===== config.mk =====
export PLATFORM = sky130hd
export DESIGN_NAME = io_ctrl
export DESIGN_NICKNAME = d
export VERILOG_FILES = /design/src/rtl/io_ctrl.sv
export SDC_FILE = /design/constraint.sdc
export NUM_CORES = 1
export LEC_CHECK = 0
export BUFFER_PORTS_ARGS = -buffer_cell sky130_fd_sc_hd__buf_2
export CAP_MARGIN = 5
export CORE_MARGIN = 10
export CORE_UTILIZATION = 30
export DETAILED_ROUTE_END_ITERATION = 8
export GPL_TIMING_DRIVEN = 1
export PLACE_DENSITY = 0.52
export SYNTH_ARGS = -nofsm -noshare
export SYNTH_HDL_FRONTEND = slang
export SYNTH_SLANG_ARGS = --single-unit
export TNS_END_PERCENT = 5

===== constraint.sdc =====
create_clock -name sys_clk -period 3.85 [get_ports sys_clk]
set_input_delay 0.385 -clock sys_clk [delete_from_list [all_inputs] [get_ports sys_clk]]
set_output_delay 0.385 -clock sys_clk [all_outputs]
set_load 0.1 [all_outputs]

===== src/rtl/io_ctrl.sv =====
// Bus-attached board I/O block: LED and 7-segment registers with per-digit enable/blink,
// plus a PS/2 scan-code FIFO with sticky overflow, all behind a small word register map.
module io_ctrl #(
  parameter int N_LED      = 10,
  parameter int N_SEG      = 6,
  parameter int BLINK_DIV  = 25000000,
  parameter int FIFO_DEPTH = 8
) (
  input  logic                 sys_clk,
  input  logic                 rst,
  input  logic [2:0]           bus_addr,
  input  logic                 bus_wren,
  input  logic [31:0]          bus_wdata,
  input  logic                 bus_rden,
  output logic [31:0]          bus_rdata,
  output logic                 bus_rvalid,
  input  logic                 kbd_valid,
  input  logic [7:0]           kbd_code,
  output logic [N_LED-1:0]     led_out,
  output logic [7*N_SEG-1:0]   seg_out
);

  localparam int PW = $clog2(BLINK_DIV);
  localparam int AW = $clog2(FIFO_DEPTH);
  localparam int CW = AW + 1;
  localparam logic [PW-1:0] PRE_MAX = PW'(BLINK_DIV - 1);
  localparam logic [CW-1:0] DEPTH_C = CW'(FIFO_DEPTH);

  localparam logic [2:0] A_LED  = 3'd0;
  localparam logic [2:0] A_SEGV = 3'd1;
  localparam logic [2:0] A_SEGE = 3'd2;
  localparam logic [2:0] A_STAT = 3'd3;
  localparam logic [2:0] A_DATA = 3'd4;

  logic [N_LED-1:0]   led_reg;
  logic [4*N_SEG-1:0] seg_val;
  logic [N_SEG-1:0]   seg_en;
  logic [N_SEG-1:0]   blink_en;
  logic [PW-1:0]      pre;
  logic               phase;

  logic [7:0]         fifo_mem [FIFO_DEPTH];
  logic [AW-1:0]      wr_ptr;
  logic [AW-1:0]      rd_ptr;
  logic [CW-1:0]      cnt;
  logic               ovf;

  logic               fifo_empty;
  logic               fifo_full;
  logic               pop;
  logic               push;
  logic               drop;
  logic               wr_hit_stat;
  logic [31:0]        rd_mux;
  logic [7*N_SEG-1:0] seg_nxt;
  logic               unused_wdata;

  assign unused_wdata = ^bus_wdata;

  // Bus protocol: bus_wren and bus_rden are single-cycle strobes with no back-pressure.
  // A read strobe is always answered by a one-cycle bus_rvalid pulse on the next cycle,
  // carrying the register value as it stood before any same-edge write or FIFO push.
  assign fifo_empty  = (cnt == '0);
  assign fifo_full   = (cnt == DEPTH_C);
  assign pop         = bus_rden && (bus_addr == A_DATA) && !fifo_empty;
  assign push        = kbd_valid && (!fifo_full || pop);
  assign drop        = kbd_valid && fifo_full && !pop;
  assign wr_hit_stat = bus_wren && (bus_addr == A_STAT) && bus_wdata[2];

  function automatic logic [6:0] hex7(input logic [3:0] v);
    logic [6:0] s;
    case (v)
      4'h0: s = 7'h40;
      4'h1: s = 7'h79;
      4'h2: s = 7'h24;
      4'h3: s = 7'h30;
      4'h4: s = 7'h19;
      4'h5: s = 7'h12;
      4'h6: s = 7'h02;
      4'h7: s = 7'h78;
      4'h8: s = 7'h00;
      4'h9: s = 7'h10;
      4'hA: s = 7'h08;
      4'hB: s = 7'h03;
      4'hC: s = 7'h46;
      4'hD: s = 7'h21;
      4'hE: s = 7'h06;
      default: s = 7'h0E;
    endcase
    return s;
  endfunction

  always_comb begin
    rd_mux = '0;
    case (bus_addr)
      A_LED:  rd_mux = 32'(led_reg);
      A_SEGV: rd_mux = 32'(seg_val);
      A_SEGE: rd_mux = 32'(seg_en) | (32'(blink_en) << 8);
      A_STAT: rd_mux = {16'h0, 8'(cnt), 5'h0, ovf, fifo_full, !fifo_empty};
      A_DATA: rd_mux = fifo_empty ? 32'h0 : {24'h0, fifo_mem[rd_ptr]};
      default: rd_mux = '0;
    endcase
  end

  always_comb begin
    seg_nxt = '0;
    for (int i = 0; i < N_SEG; i++) begin
      if (!seg_en[i] || (blink_en[i] && phase))
        seg_nxt[7*i +: 7] = 7'h7F;
      else
        seg_nxt[7*i +: 7] = hex7(seg_val[4*i +: 4]);
    end
  end

  always_ff @(posedge sys_clk) begin
    if (!rst) begin
      led_reg  <= '0;
      seg_val  <= '0;
      seg_en   <= '1;
      blink_en <= '0;
    end else if (bus_wren) begin
      case (bus_addr)
        A_LED:  led_reg <= bus_wdata[N_LED-1:0];
        A_SEGV: seg_val <= bus_wdata[4*N_SEG-1:0];
        A_SEGE: begin
          seg_en   <= bus_wdata[N_SEG-1:0];
          blink_en <= bus_wdata[8 +: N_SEG];
        end
        default: ;
      endcase
    end
  end

  // Free-running blink timebase; register writes never disturb it.
  always_ff @(posedge sys_clk) begin
    if (!rst) begin
      pre   <= '0;
      phase <= 1'b0;
    end else if (pre == PRE_MAX) begin
      pre   <= '0;
      phase <= ~phase;
    end else begin
      pre <= pre + PW'(1);
    end
  end

  always_ff @(posedge sys_clk) begin
    if (push)
      fifo_mem[wr_ptr] <= kbd_code;
  end

  always_ff @(posedge sys_clk) begin
    if (!rst) begin
      wr_ptr <= '0;
      rd_ptr <= '0;
      cnt    <= '0;
      ovf    <= 1'b0;
    end else begin
      if (push) wr_ptr <= wr_ptr + AW'(1);
      if (pop)  rd_ptr <= rd_ptr + AW'(1);
      case ({push, pop})
        2'b10:   cnt <= cnt + CW'(1);
        2'b01:   cnt <= cnt - CW'(1);
        default: cnt <= cnt;
      endcase
      // A drop on the same edge as a clear leaves overflow set: the newer event wins.
      if (drop)
        ovf <= 1'b1;
      else if (wr_hit_stat)
        ovf <= 1'b0;
    end
  end

  always_ff @(posedge sys_clk) begin
    if (!rst) begin
      bus_rvalid <= 1'b0;
      bus_rdata  <= '0;
      led_out    <= '0;
      seg_out    <= {N_SEG{7'h7F}};
    end else begin
      bus_rvalid <= bus_rden;
      bus_rdata  <= bus_rden ? rd_mux : 32'h0;
      led_out    <= led_reg;
      seg_out    <= seg_nxt;
    end
  end

endmodule


==> flow_summary.yaml <==
worst_setup_path:
  cp_num_buf_inv: 0
  cp.depth: 7
  crit_path_start_kind: "flip-flop"
  required_ns: 4.31
  crit_chain: "nor4_1 -> nor3_1 -> xor2_1 -> ha_1 -> o2111a_1 -> a21oi_1 -> mux2i_1"
  rrSetupSlack_ns: 1.59
  crit_slowest_cell: "nor4_1"
  cp_max_fo: 7
  critical_path_class: "flip-flop to flip-flop"
  r2r_end: "cnt[2]"
  slowest_delay_ns: 0.75
  r2r_cells: 7
  crit_arrival_ns: 2.72
  end_kind: "flip-flop"
  critPathTopFamily: "simple AND/OR/NAND/NOR gates"
  r2r-start: "cnt[3]"
synth:
  synth_compound_area_share_pct: 11.6
  ys_ff_latch: 227
  synth-main-ff-cell: "dfxtp_1"
  syn-cell-area_sq_um: 9690
  synth_edf_count: 64
  ys_seq_area_share_pct: 53.5
  synth_fa_ha_area_share_pct: 5.16
  yosys_warnings: 0
  synthSimpleGateAreaFrac_pct: 17.0
  synth_cell_types: 56
  syn_inst: 930
  synth_mux_area_share_pct: 7.09
  postSynthAreaPerCell_sq_um: 10.4
  async_flop_share_pct: 0
  synth_xor_area_share_pct: 1.72
  synth_top_family_by_area: "simple AND/OR/NAND/NOR gates"
cts:
  post_cts_buffers: 0
  cts_max_level: 1
  cts_tree: "yes"
  ctsHoldBuffers: 0
  post_cts_resized: 0
  clk_pin_slew_ns: 0.06
  cts.sinks: 227
  clk_latency_ns: 0.54
  cts_buffers: 26
  cts.path.max_buffers: 3
  cts_root_buf: "clkbuf_16"
floorplanning:
  start_util_pct: 30.6
  fp.dieW_um: 200
  die-area_sq_um: 39900
  row_count: 65
  core_area_sq_um: 31700
  die_y_um: 200
  ioPinCount: 133
global_route:
  antenna_found_initial: 6
  grt_max_degree: 52
  grtUsageTotal_pct: 11.8
  gr-total-overflow: 0
  grt_pass1_vias: 6650
  grt_pass1_wl_um: 37100
sta:
  fin_hold_ws_ns: 0.0839
  worstMarginPinSlew_ns: 1.16
  hold_viol: 0
  fmax_mhz: 443
  relSlewSlack_pct: 22.7
  slew_violations: 0
  rsz0062_at_grt: "false"
  finalSetupTns_ns: 0
  finalSetupViolCount: 0
  fin_crit_ns: 2.26
  skew_ns: 0.0160
  finalCritPeriodShare_pct: 58.7
layout:
  instances_no_fill: 1453
  seqCellArea_sq_um: 5180
  finalInstanceArea_sq_um: 11500
  largest_register: "fifo_mem"
  drive_above_1_share_pct: 19.5
  fill_cells: 3222
  nNetsFinal: 1116
  area_growth_pct: 19.0
  multiInputGateArea_sq_um: 4160
  final_util_pct: 36.4
  largest_reg_flops: 64
  reg_top3: "fifo_mem (64), seg_out (42), pre (25)"
place:
  dpl_cell_area_sq_um: 10600
  gp_congestion: 0.800
  placedCellCount: 1402
  portBuffers: 116
  dp.final_hpwl_um: 17300
detailed_routing:
  ant_nets: 0
  drc: 0
  dr.first_iter.drc_count: 380
  vias_per_cell: 4.81
  drt_pre_antenna_iters: 5
  drt-wirelength-per-cell_um: 16.8
  wl_um: 24400
  via_count: 6982
worst_hold_path:
  min_to: "seg_val[23]"
  min_path_cells: 3
  worstHoldStart: "bus_wdata[23]"
  hold_path.class: "input pin to flip-flop"
flow_run:
  maxCapViolCount: 0
power:
  ir_worst_vdd_v: 0.000279
  powerDensity_nw_per_um2: 502
  leakage_nw: 4.16
status:
  status: "completed"
## area by class of cell
class / count / share of cell area, %
diodes: 3 / 0.0651
clock inverters: 17 / 1.83
clock buffers: 31 / 6.25
repair buffers: 125 / 5.62
inverters: 26 / 0.846
flip-flops and latches: 227 / 45.0
multi-input cells: 622 / 36.1
well taps: 402 / 4.36
## how the worst max path moves through the flow
stage,startpoint,end,slack (ns)
3_5_place_dp,bus_addr[0],fifo_mem[5][4],1.34
2_1_floorplan,bus_addr[1],fifo_mem[0][0],1.19
6_report,cnt[3],cnt[2],1.59
3_3_place_gp,bus_addr[0],fifo_mem[5][4],1.36
4_1_cts,pre[0],pre[11],1.54
5_1_grt,pre[0],pre[16],1.29
## worst reg2reg max path: stages (launching register included)
cell and delay (ns):
dfxtp_1 0.39, nor4_1 0.76, nor3_1 0.16, xor2_1 0.19, ha_1 0.21, o2111a_1 0.13, a21oi_1 0.16, mux2i_1 0.20
## Yosys cell counts (5+ instances only)
library cell  number  area [sq um]
a21o_1            10          75.1
buf_4              8          60.1
nor2b_1           13          81.3
mux2i_1           18           180
a21oi_1           67           335
nand3_1           24           120
nand4_1           11          68.8
a21boi_0           5          37.5
a22oi_1            6          45.0
ha_1              40           500
clkbuf_1          41           154
mux4_2            18           405
xor2_1             8          70.1
o22ai_1            5          31.3
nor2_1            57           214
nand2_1          137           514
o311ai_0          25           219
o21ai_0           15          75.1
edfxtp_1          64          1920
dfxtp_1          163          3260
and3_1             5          31.3
buf_2              7          35.0
mux2_2             9           101
nand2b_1          23           144
nand3b_1           8          60.1
o211ai_1          25           188
nor4_1             6          37.5
or4_1              6          45.0
o31ai_1            6          45.0
xnor2_1           11          96.3
nor3_1             9          45.0
inv_1             25          93.8
and2_1            20           125
## cells by family after synthesis
group / after synthesis
compound gates: 172
mux: 45
buf+inv: 88
other cells: 1
fa+ha+maj: 40
xor+xnor: 19
simple gates: 338
flops: 227
## cells in the final DEF, fill, tap and decap left out, drive strengths merged, types with 8 or more instances in the layout
| cell type | count |
|---|---|
| a21o | 10 |
| a21oi | 67 |
| and2 | 21 |
| buf | 125 |
| clkbuf | 31 |
| clkinv | 9 |
| conb | 8 |
| dfxtp | 163 |
| edfxtp | 64 |
| ha | 40 |
| inv | 25 |
| mux2 | 9 |
| mux2i | 18 |
| mux4 | 18 |
| nand2 | 137 |
| nand2b | 23 |
| nand3 | 25 |
| nand3b | 8 |
| nand4 | 11 |
| nor2 | 57 |
| nor2b | 13 |
| nor3 | 9 |
| o211ai | 25 |
| o21ai | 17 |
| o311ai | 25 |
| xnor2 | 11 |
| xor2 | 8 |
## routing by layer
layer / GRT usage (%) / vias up / share of wire (%) / wire length [um]
met1: 15.2 / 3295 / 45 / 11100
met4: 3.03 / 6 / 1.7 / 420
li1: - / 3497 / - / -
met3: 3.08 / 38 / 7.0 / 1700
met2: 19.2 / 146 / 46 / 11200
met5: 0 / - / 0.16 / 40
## power breakdown
group	switching (mW)	internal (mW)	total, mW
combinational	0.475	0.120	0.596
sequential	0.0423	2.53	2.57
clock	1.01	1.61	2.62
total	1.53	4.26	5.79
## metrics by stage
stage / power [mW] / worst slack, ns
global placement: 3.22 / 1.36
detailed placement: 3.23 / 1.34
floorplan: 3.09 / 1.19
finish: 5.79 / 1.59
CTS: 5.87 / 1.54
global route: 6.00 / 1.29
(Power assumes the default switching activity.)
